==> config.mk <==
export PLATFORM = sky130hd
export DESIGN_NAME = align_lock_ctrl
export DESIGN_NICKNAME = d
export VERILOG_FILES = /design/src/rtl/align_lock_ctrl.sv
export SDC_FILE = /design/constraint.sdc
export NUM_CORES = 1
export LEC_CHECK = 0
export BUFFER_PORTS_ARGS = -buffer_cell sky130_fd_sc_hd__clkbuf_2
export CORE_ASPECT_RATIO = 1.75
export CORE_MARGIN = 2
export CORE_UTILIZATION = 45
export DETAILED_ROUTE_END_ITERATION = 8
export GPL_ROUTABILITY_DRIVEN = 0
export PLACE_DENSITY = 0.62
export REMOVE_ABC_BUFFERS = 1
export SLEW_MARGIN = 20
export SYNTH_ARGS = -nofsm -noshare
export SYNTH_HDL_FRONTEND = slang
export SYNTH_SLANG_ARGS = --single-unit
==> constraint.sdc <==
create_clock -name clk -period 8 [get_ports clk]
set_input_delay 1.6 -clock clk [delete_from_list [all_inputs] [get_ports clk]]
set_output_delay 1.6 -clock clk [all_outputs]
set_load 0.02 [all_outputs]
==> src/rtl/align_lock_ctrl.sv <==
// Link alignment lock controller: drives the channel aligner reset, hunts for the sync
// word, declares lock and supervises it window by window, re-aligning when lock is lost.
module align_lock_ctrl #(
   parameter logic [15:0] SYNC_PATTERN   = 16'h817E,
   parameter int          RST_CYCLES     = 8,
   parameter int          SEARCH_TIMEOUT = 4096,
   parameter int          MIN_SYNC       = 2,
   parameter int          WINDOW         = 64,
   parameter int          MAX_BAD        = 4
) (
   input  logic        clk,
   input  logic        reset_n,
   input  logic        enable,
   input  logic        valid_in,
   input  logic [15:0] data_in,
   output logic        align_rst,
   output logic        locked,
   output logic [1:0]  state_o,
   output logic [7:0]  relock_count,
   output logic        valid_o,
   output logic [15:0] data_o
);

   typedef enum logic [1:0] {
      ST_IDLE   = 2'd0,
      ST_RST    = 2'd1,
      ST_SEARCH = 2'd2,
      ST_LOCKED = 2'd3
   } state_t;

   localparam logic [7:0]  RST_LAST     = 8'(RST_CYCLES - 1);
   localparam logic [15:0] TIMEOUT_LAST = 16'(SEARCH_TIMEOUT - 1);
   localparam logic [15:0] SYNC_MIN     = 16'(MIN_SYNC);
   localparam logic [15:0] WIN_LEN      = 16'(WINDOW);
   localparam logic [7:0]  BAD_MAX      = 8'(MAX_BAD);

   state_t      r_state;
   logic [1:0]  r_rstSync;
   logic [7:0]  r_rstCnt;
   logic [15:0] r_timer;
   logic [15:0] r_syncCnt;
   logic [15:0] r_winWords;
   logic [15:0] r_winSync;
   logic [7:0]  r_badCnt;
   logic        r_alignRst;
   logic        r_locked;
   logic [7:0]  r_relock;
   logic        r_validO;
   logic [15:0] r_dataO;

   logic        w_runOk;
   logic        w_syncWord;
   logic [15:0] w_syncNext;
   logic [15:0] w_winWordsNext;
   logic [15:0] w_winSyncNext;
   logic        w_windowEnd;
   logic        w_windowBad;
   logic [7:0]  w_badNext;
   logic [7:0]  w_relockInc;

   // Reset release is only honoured once it has passed through two flops in the clk domain.
   always_ff @(posedge clk or negedge reset_n) begin
      if (!reset_n) begin
         r_rstSync <= 2'b00;
      end else begin
         r_rstSync <= {r_rstSync[0], 1'b1};
      end
   end

   always_comb begin
      w_runOk        = r_rstSync[1];
      w_syncWord     = valid_in && (data_in == SYNC_PATTERN);
      w_syncNext     = r_syncCnt + 16'(w_syncWord);
      w_winWordsNext = r_winWords + 16'(valid_in);
      w_winSyncNext  = r_winSync + 16'(w_syncWord);
      w_windowEnd    = valid_in && (w_winWordsNext == WIN_LEN);
      w_windowBad    = (w_winSyncNext < SYNC_MIN);
      w_badNext      = r_badCnt + 8'd1;
      w_relockInc    = (r_relock == 8'hFF) ? r_relock : r_relock + 8'd1;
   end

   // Lock wins over timeout in SEARCH; a sync on the window-closing word counts for that window.
   always_ff @(posedge clk or negedge reset_n) begin
      if (!reset_n) begin
         r_state    <= ST_IDLE;
         r_rstCnt   <= 8'd0;
         r_timer    <= 16'd0;
         r_syncCnt  <= 16'd0;
         r_winWords <= 16'd0;
         r_winSync  <= 16'd0;
         r_badCnt   <= 8'd0;
         r_alignRst <= 1'b1;
         r_locked   <= 1'b0;
         r_relock   <= 8'd0;
         r_validO   <= 1'b0;
         r_dataO    <= 16'd0;
      end else begin
         r_validO <= valid_in && (r_state == ST_LOCKED);
         r_dataO  <= data_in;
         if (!enable) begin
            r_state    <= ST_IDLE;
            r_alignRst <= 1'b1;
            r_locked   <= 1'b0;
            r_rstCnt   <= 8'd0;
            r_timer    <= 16'd0;
            r_syncCnt  <= 16'd0;
            r_winWords <= 16'd0;
            r_winSync  <= 16'd0;
            r_badCnt   <= 8'd0;
         end else begin
            case (r_state)
               ST_IDLE: begin
                  r_alignRst <= 1'b1;
                  r_locked   <= 1'b0;
                  if (w_runOk) begin
                     r_state  <= ST_RST;
                     r_rstCnt <= 8'd0;
                  end
               end
               ST_RST: begin
                  if (r_rstCnt == RST_LAST) begin
                     r_state    <= ST_SEARCH;
                     r_alignRst <= 1'b0;
                     r_timer    <= 16'd0;
                     r_syncCnt  <= 16'd0;
                  end else begin
                     r_rstCnt <= r_rstCnt + 8'd1;
                  end
               end
               ST_SEARCH: begin
                  if (w_syncNext >= SYNC_MIN) begin
                     r_state    <= ST_LOCKED;
                     r_locked   <= 1'b1;
                     r_winWords <= 16'd0;
                     r_winSync  <= 16'd0;
                     r_badCnt   <= 8'd0;
                  end else if (r_timer == TIMEOUT_LAST) begin
                     r_state    <= ST_RST;
                     r_alignRst <= 1'b1;
                     r_rstCnt   <= 8'd0;
                     r_relock   <= w_relockInc;
                  end else begin
                     r_timer   <= r_timer + 16'd1;
                     r_syncCnt <= w_syncNext;
                  end
               end
               ST_LOCKED: begin
                  if (w_windowEnd) begin
                     r_winWords <= 16'd0;
                     r_winSync  <= 16'd0;
                     if (!w_windowBad) begin
                        r_badCnt <= 8'd0;
                     end else if (w_badNext == BAD_MAX) begin
                        r_state    <= ST_RST;
                        r_locked   <= 1'b0;
                        r_alignRst <= 1'b1;
                        r_rstCnt   <= 8'd0;
                        r_badCnt   <= 8'd0;
                        r_relock   <= w_relockInc;
                     end else begin
                        r_badCnt <= w_badNext;
                     end
                  end else if (valid_in) begin
                     r_winWords <= w_winWordsNext;
                     r_winSync  <= w_winSyncNext;
                  end
               end
               default: begin
                  r_state <= ST_IDLE;
               end
            endcase
         end
      end
   end

   assign align_rst    = r_alignRst;
   assign locked       = r_locked;
   assign state_o      = r_state;
   assign relock_count = r_relock;
   assign valid_o      = r_validO;
   assign data_o       = r_dataO;

endmodule

After elaboration in Yosys (flattened, before gate mapping)
Cells that the tools add are included.
W data, S select, Z words.
{ "totals": {"ff_bits": 111, "inputBits": 20, "out_inout_bits": 29, "wordCells": 127} }
{ "classes": {"add_sub_neg": 7, "magnitude_cmp": 2, "eq_ne": 29, "muxes": 63, "n_reduce_logical": 13} }
{ "op_table": {"columns": ["op", "n"], "rows": [
  ["$mux W16", 14],
  ["$mux W8", 19],
  ["$pmux W16 S2", 4],
  ["$add A16 B1 Y16", 3],
  ["$pmux W8 S2", 2],
  ["$pmux W8 S4", 1],
  ["$ne A3 B3 Y1 const B", 9],
  ["$add A8 B1 Y8 const B", 3],
  ["$add A16 B1 Y16 const B", 1],
  ["$eq A16 B12 Y1 const B", 1],
  ["$eq A16 B16 Y1 const B", 1],
  ["$eq A16 B7 Y1 const B", 1],
  ["$eq A8 B3 Y1 const B", 2],
  ["$ge A16 B2 Y1 const B", 1],
  ["$lt A16 B2 Y1 const B", 1],
  ["$mux W2", 8],
  ["$reduce_and A7 Y1", 2],
  ["$mux W1", 12],
  ["$reduce_and A6 Y1", 2],
  ["$eq A8 B8 Y1 const B", 1],
  ["$ne A2 B2 Y1 const B", 4],
  ["$ne A4 B4 Y1 const B", 2],
  ["$pmux W2 S4", 1],
  ["$ne A3 B1 Y1 const B", 2],
  ["other kinds (13)", 17]
]} }

Longest topological paths before layout
{ "depth": {"depth_word": 8, "ltp_mapped": 16, "mapped_depth_nobuf": 14} }

Worst setup path before layout
OpenSTA, ideal clock, no wires.
{ "synth_timing": {"path_type": "input to register", "startpoint": "input data_in[11]", "endpoint": "register r_winSync[14]", "setup_ps": 82, "arrival_time_ps": 5018, "required_ps": 7918, "slack_ps": 2900, "stages": 14, "n_path_buf": 2, "cell_sequence": "nor4b_1 > nand3_1 > nor4b_1 > ha_1 > nand4_1 > nor2_1 > mux2_2 > o211a_1 > and4_1 > clkbuf_1 > nor3_1 > clkbuf_1 > o21ai_0 > a31oi_1"} }
{ "synth_between": {"elab_chain_cells": 7, "elab_cells_between_ends": 11, "cone_classes": "add/sub: 2; order compare: 1; eq/ne: 2; mux: 4; reduce/logical: 2"} }
{ "synth_lines": {"columns": ["item", "line_no", "text"], "rows": [
  ["from (decl)", "15", "input logic [15:0] data_in,"],
  ["$eq A16 B16 Y1 (*)", "72", "w_syncWord = valid_in && (data_in == SYNC_PATTERN);"],
  ["$logic_and A1 B1 Y1 (*)", "72", null],
  ["branches (longest 5 deep; another with $add A16 B1 Y16)", null, null],
  ["to (signal assigned)", "165", "r_winSync <= w_winSyncNext;"],
  ["to (decl)", "43", "logic [15:0] r_winSync;"]
]} }
Mark *: on every way between the ends. The select of a mux whose other input is x is not followed.
A chain may end at the register's enable or synchronous reset.

Worst setup path in the final report
{ "layout_timing": {"startpoint": "input valid_in", "endpoint": "register r_rstCnt[7]"} }
{ "layout_between": {"elab_chain_cells": 5, "elab_cells_between_ends": 12, "cone_classes": "add/sub: 3; order compare: 2; eq/ne: 4; reduce/logical: 3"} }
{ "layout_lines": {"columns": ["item", "line_no", "text"], "rows": [
  ["from (decl)", "14", "input logic valid_in,"],
  ["$logic_and A1 B1 Y1 or $add A16 B1 Y16 (tied branches)", "72, 74", null],
  ["$add A16 B1 Y16, or another cell as far along", "73", "w_syncNext = r_syncCnt + 16'(w_syncWord);"],
  ["$ge A16 B2 Y1, or another cell as far along", "131", "if (w_syncNext >= SYNC_MIN) begin"],
  ["$ne A3 B3 Y1 (no line)", null, null],
  ["$reduce_and A7 Y1 (no line) (*)", null, null],
  ["to (signal assigned)", "127", "r_rstCnt <= r_rstCnt + 8'd1;"],
  ["to (decl)", "39", "logic [7:0] r_rstCnt;"]
]} }
Every way passes the cells marked *; elsewhere a longest branch is shown, timed or not.

==> flow_metrics.tcl <==
set metrics [dict create \
    outcome "finished, final reports clean" \
    p_switching_mw 0.3921 \
    grt_max_degree 81 \
    antenna_cells 0 \
    fin_worst_skew_ps 6.442 \
    slew_violations 0 \
    tightest_slew_ps 929.8 \
    rsz0062_at_grt "false" \
    seqPwrFrac_pct 47.4 \
    clockRootBuffer "clkbuf_16" \
    cts_hold_buf 0 \
    p_int_mw 0.8752 \
    ant_nets 0 \
    drv_cap 0 \
    power_density_nw_per_um2 183.5 \
    portBuffers 48 \
    final_net_count 735 \
    post_synth_instance_area_um2 6233 \
    cp.required_ps 8250 \
    ys_types 66 \
    grt_pass1_vias 5315 \
    fillCellCount 1271 \
    cp_max_fo 14 \
    grt_pass1_wl_um 25560 \
    die_w_um 92.97 \
    htree_levels 3 \
    syn_inst 672 \
    wl_per_cell_um 17.21 \
    initial_utilization_pct 46.34 \
    routed-via-count 5401 \
    cp-end-kind "flop" \
    startpoint "valid_in" \
    die_area_um2 14850 \
    fp.coreArea_um2 13450 \
    fin_cells 880 \
    ioPinCount 49 \
    crit_chain "clkbuf_2 -> nor4bb_1 -> nand3_1 -> nor4b_1 -> ha_1 -> ha_1 -> nand3_1 -> a2111oi_0 -> a21oi_1 -> o21bai_1 -> nor3_1 -> a31oi_1 -> buf_4 -> or4_1 -> o31ai_1" \
    post-route-util_pct 51.34 \
    max_freq_mhz 173.5 \
    start_kind "primary input" \
    place_inst 864 \
    antenna_found_initial 0 \
    synthArstFlopShare_pct 100.0 \
    final.min_clock_period_ps 5762 \
    cts_tree "done" \
    finalCritPeriodShare_pct 72.03 \
    crit_arrival_ps 6020 \
    reg2reg_from "r_winWords[0]" \
    final_cell_mix "110 x dfrtp_1, 47 x nand3_1, 47 x clkbuf_2, 46 x nand2_1, 34 x o21ai_0" \
    ys_seq_area_share_pct 44.58 \
    cts_buffers 9 \
    max_stage_delay_ps 680 \
    finalHoldViolCount 0 \
    grt_use_total_pct 20.97 \
    slew_headroom_pct 37.44 \
    drive_above_1_share_pct 11.76 \
    p_clk_share_pct 34.8 \
    worstSetupPathType "in -> reg" \
    setup_viol 0 \
    areaGrowthSynthToFinish_pct 10.80 \
    drc_errors 0 \
    rows 56 \
    slowest_stage "or4_1" \
    drt-initial-drc-count 288 \
    post_cts_buffers 0 \
    hold_path.class "reg -> reg" \
    min_from "r_rstSync[0]" \
    first_pass_iters 5 \
    routed_wl_um 15140 \
    tns_ps 0 \
    postCtsResizedCells 0 \
    insertion_delay_ps 350 \
    fp.dieH_um 159.7 \
    numClockSinks 111 \
    viasPerCell 6.138 \
    ir_drop_v 0.0001143 \
    comb_power_share_pct 17.8 \
    synthFlopType "dfrtp_1" \
    cts.clk_slew.worst_paths_ps 70 \
    ys_warn_count 0 \
    final_common_cell "dfrtp_1" \
    synth_edf_count 0 \
    clockBufferDepth 2 \
    synth_seq_cells 111 \
    power_switching_share_pct 30.94 \
    grt_overflow 0 \
    power_leakage_nw 3.003 \
    postSynthAreaPerCell_um2 9.276 \
    dp_hpwl_um 10670 \
    hold_ws_ps 355.4 \
]
[path summary, 6_finish.rpt]
check	to	slack, ps	cells after the start
worst max-delay path	r_rstCnt[7]	2240	15
worst max register to register	r_rstCnt[7]	4030	11
worst min-delay path	r_rstSync[1]	360	0
worst min register to register	r_rstSync[1]	360	0
min in group asynchronous	data_o[8]	1160	1
max in group asynchronous	r_winSync[11]	5760	2
[state kept, by name, indices dropped and copies added (netlist names)]
register	cells
r_timer	16
locked	1
r_syncCnt	16
r_rstCnt	8
r_rstSync	2
relock_count	8
align_rst	1
valid_o	1
data_o	16
state_o	2
r_winWords	16
r_badCnt	8
r_winSync	16
[power groups by stage]
stage | logic, mW | registers [mW] | clock network [mW]
2_1_floorplan | 0.124 | 0.626 | 0
3_3_place_gp | 0.219 | 0.611 | 0
3_5_place_dp | 0.225 | 0.612 | 0
4_1_cts | 0.225 | 0.601 | 0.454
5_1_grt | 0.252 | 0.604 | 0.476
6_report | 0.225 | 0.601 | 0.441
[worst max-delay path: cells and delay by family]
| family | cells | cell delay [ps] |
|---|---|---|
| AND/OR/NAND/NOR | 6 | 2190 |
| buffers and inverters | 2 | 400 |
| AO/OA/AOI/OAI | 5 | 1090 |
| adder cells (fa/ha/maj) | 2 | 730 |
[kinds of logic after synthesis]
kind of cell             synth area share [%]
buffers and inverters                   3.713
flip-flops                              44.58
adder cells (fa/ha/maj)                 2.810
multiplexers                            1.345
other                                 0.06016
AND/OR/NAND/NOR                         25.59
AO/OA/AOI/OAI                           19.37
XOR/XNOR                                2.529
[layer usage]
layer  part of all wire [%]  GRT usage [%]
met1                     40          24.17
met2                     56          38.74
met3                    2.7          3.396
met4                    1.9          6.885
met5                      0              0
[per-stage QoR]
stage / setup slack [ps] / power [mW] / instance area [um^2]
floorplan: 2271 / 0.7496 / 6096
global placement: 2158 / 0.8296 / 6605
detailed placement: 1856 / 0.8366 / 6605
CTS: 2257 / 1.280 / 6894
global route: 1898 / 1.332 / 6907
finish: 2238 / 1.267 / 6907
[Yosys cell counts, types with 14 or more instances]
cell      number  share of area, %
or3_1         18               1.8
clkbuf_1      29               1.7
a31oi_1       18               1.8
inv_1         24               1.4
dfrtp_1      110                44
nand4_1       15               1.5
nor3_1        25               2.0
and3_1        23               2.3
and2_1        21               2.1
nand3_1       47               3.8
nand2_1       46               2.8
nor4_1        17               1.7
a21oi_1       21               1.7
o21ai_0       34               2.7
nor2_1        31               1.9
ha_1          14               2.8
[layout make-up]
| type | count | area, um^2 | share of cell area (%) |
|---|---|---|---|
| tap | 174 | 217.7 | 3.152 |
| timing repair buffer | 53 | 284.0 | 4.112 |
| sequential | 111 | 2779 | 40.24 |
| multi-input combinational | 501 | 3243 | 46.96 |
| clock buffer | 10 | 239.0 | 3.460 |
| inverter | 25 | 93.84 | 1.359 |
| clock inverter | 6 | 50.05 | 0.7246 |
Power figures use the tool's default switching activity.
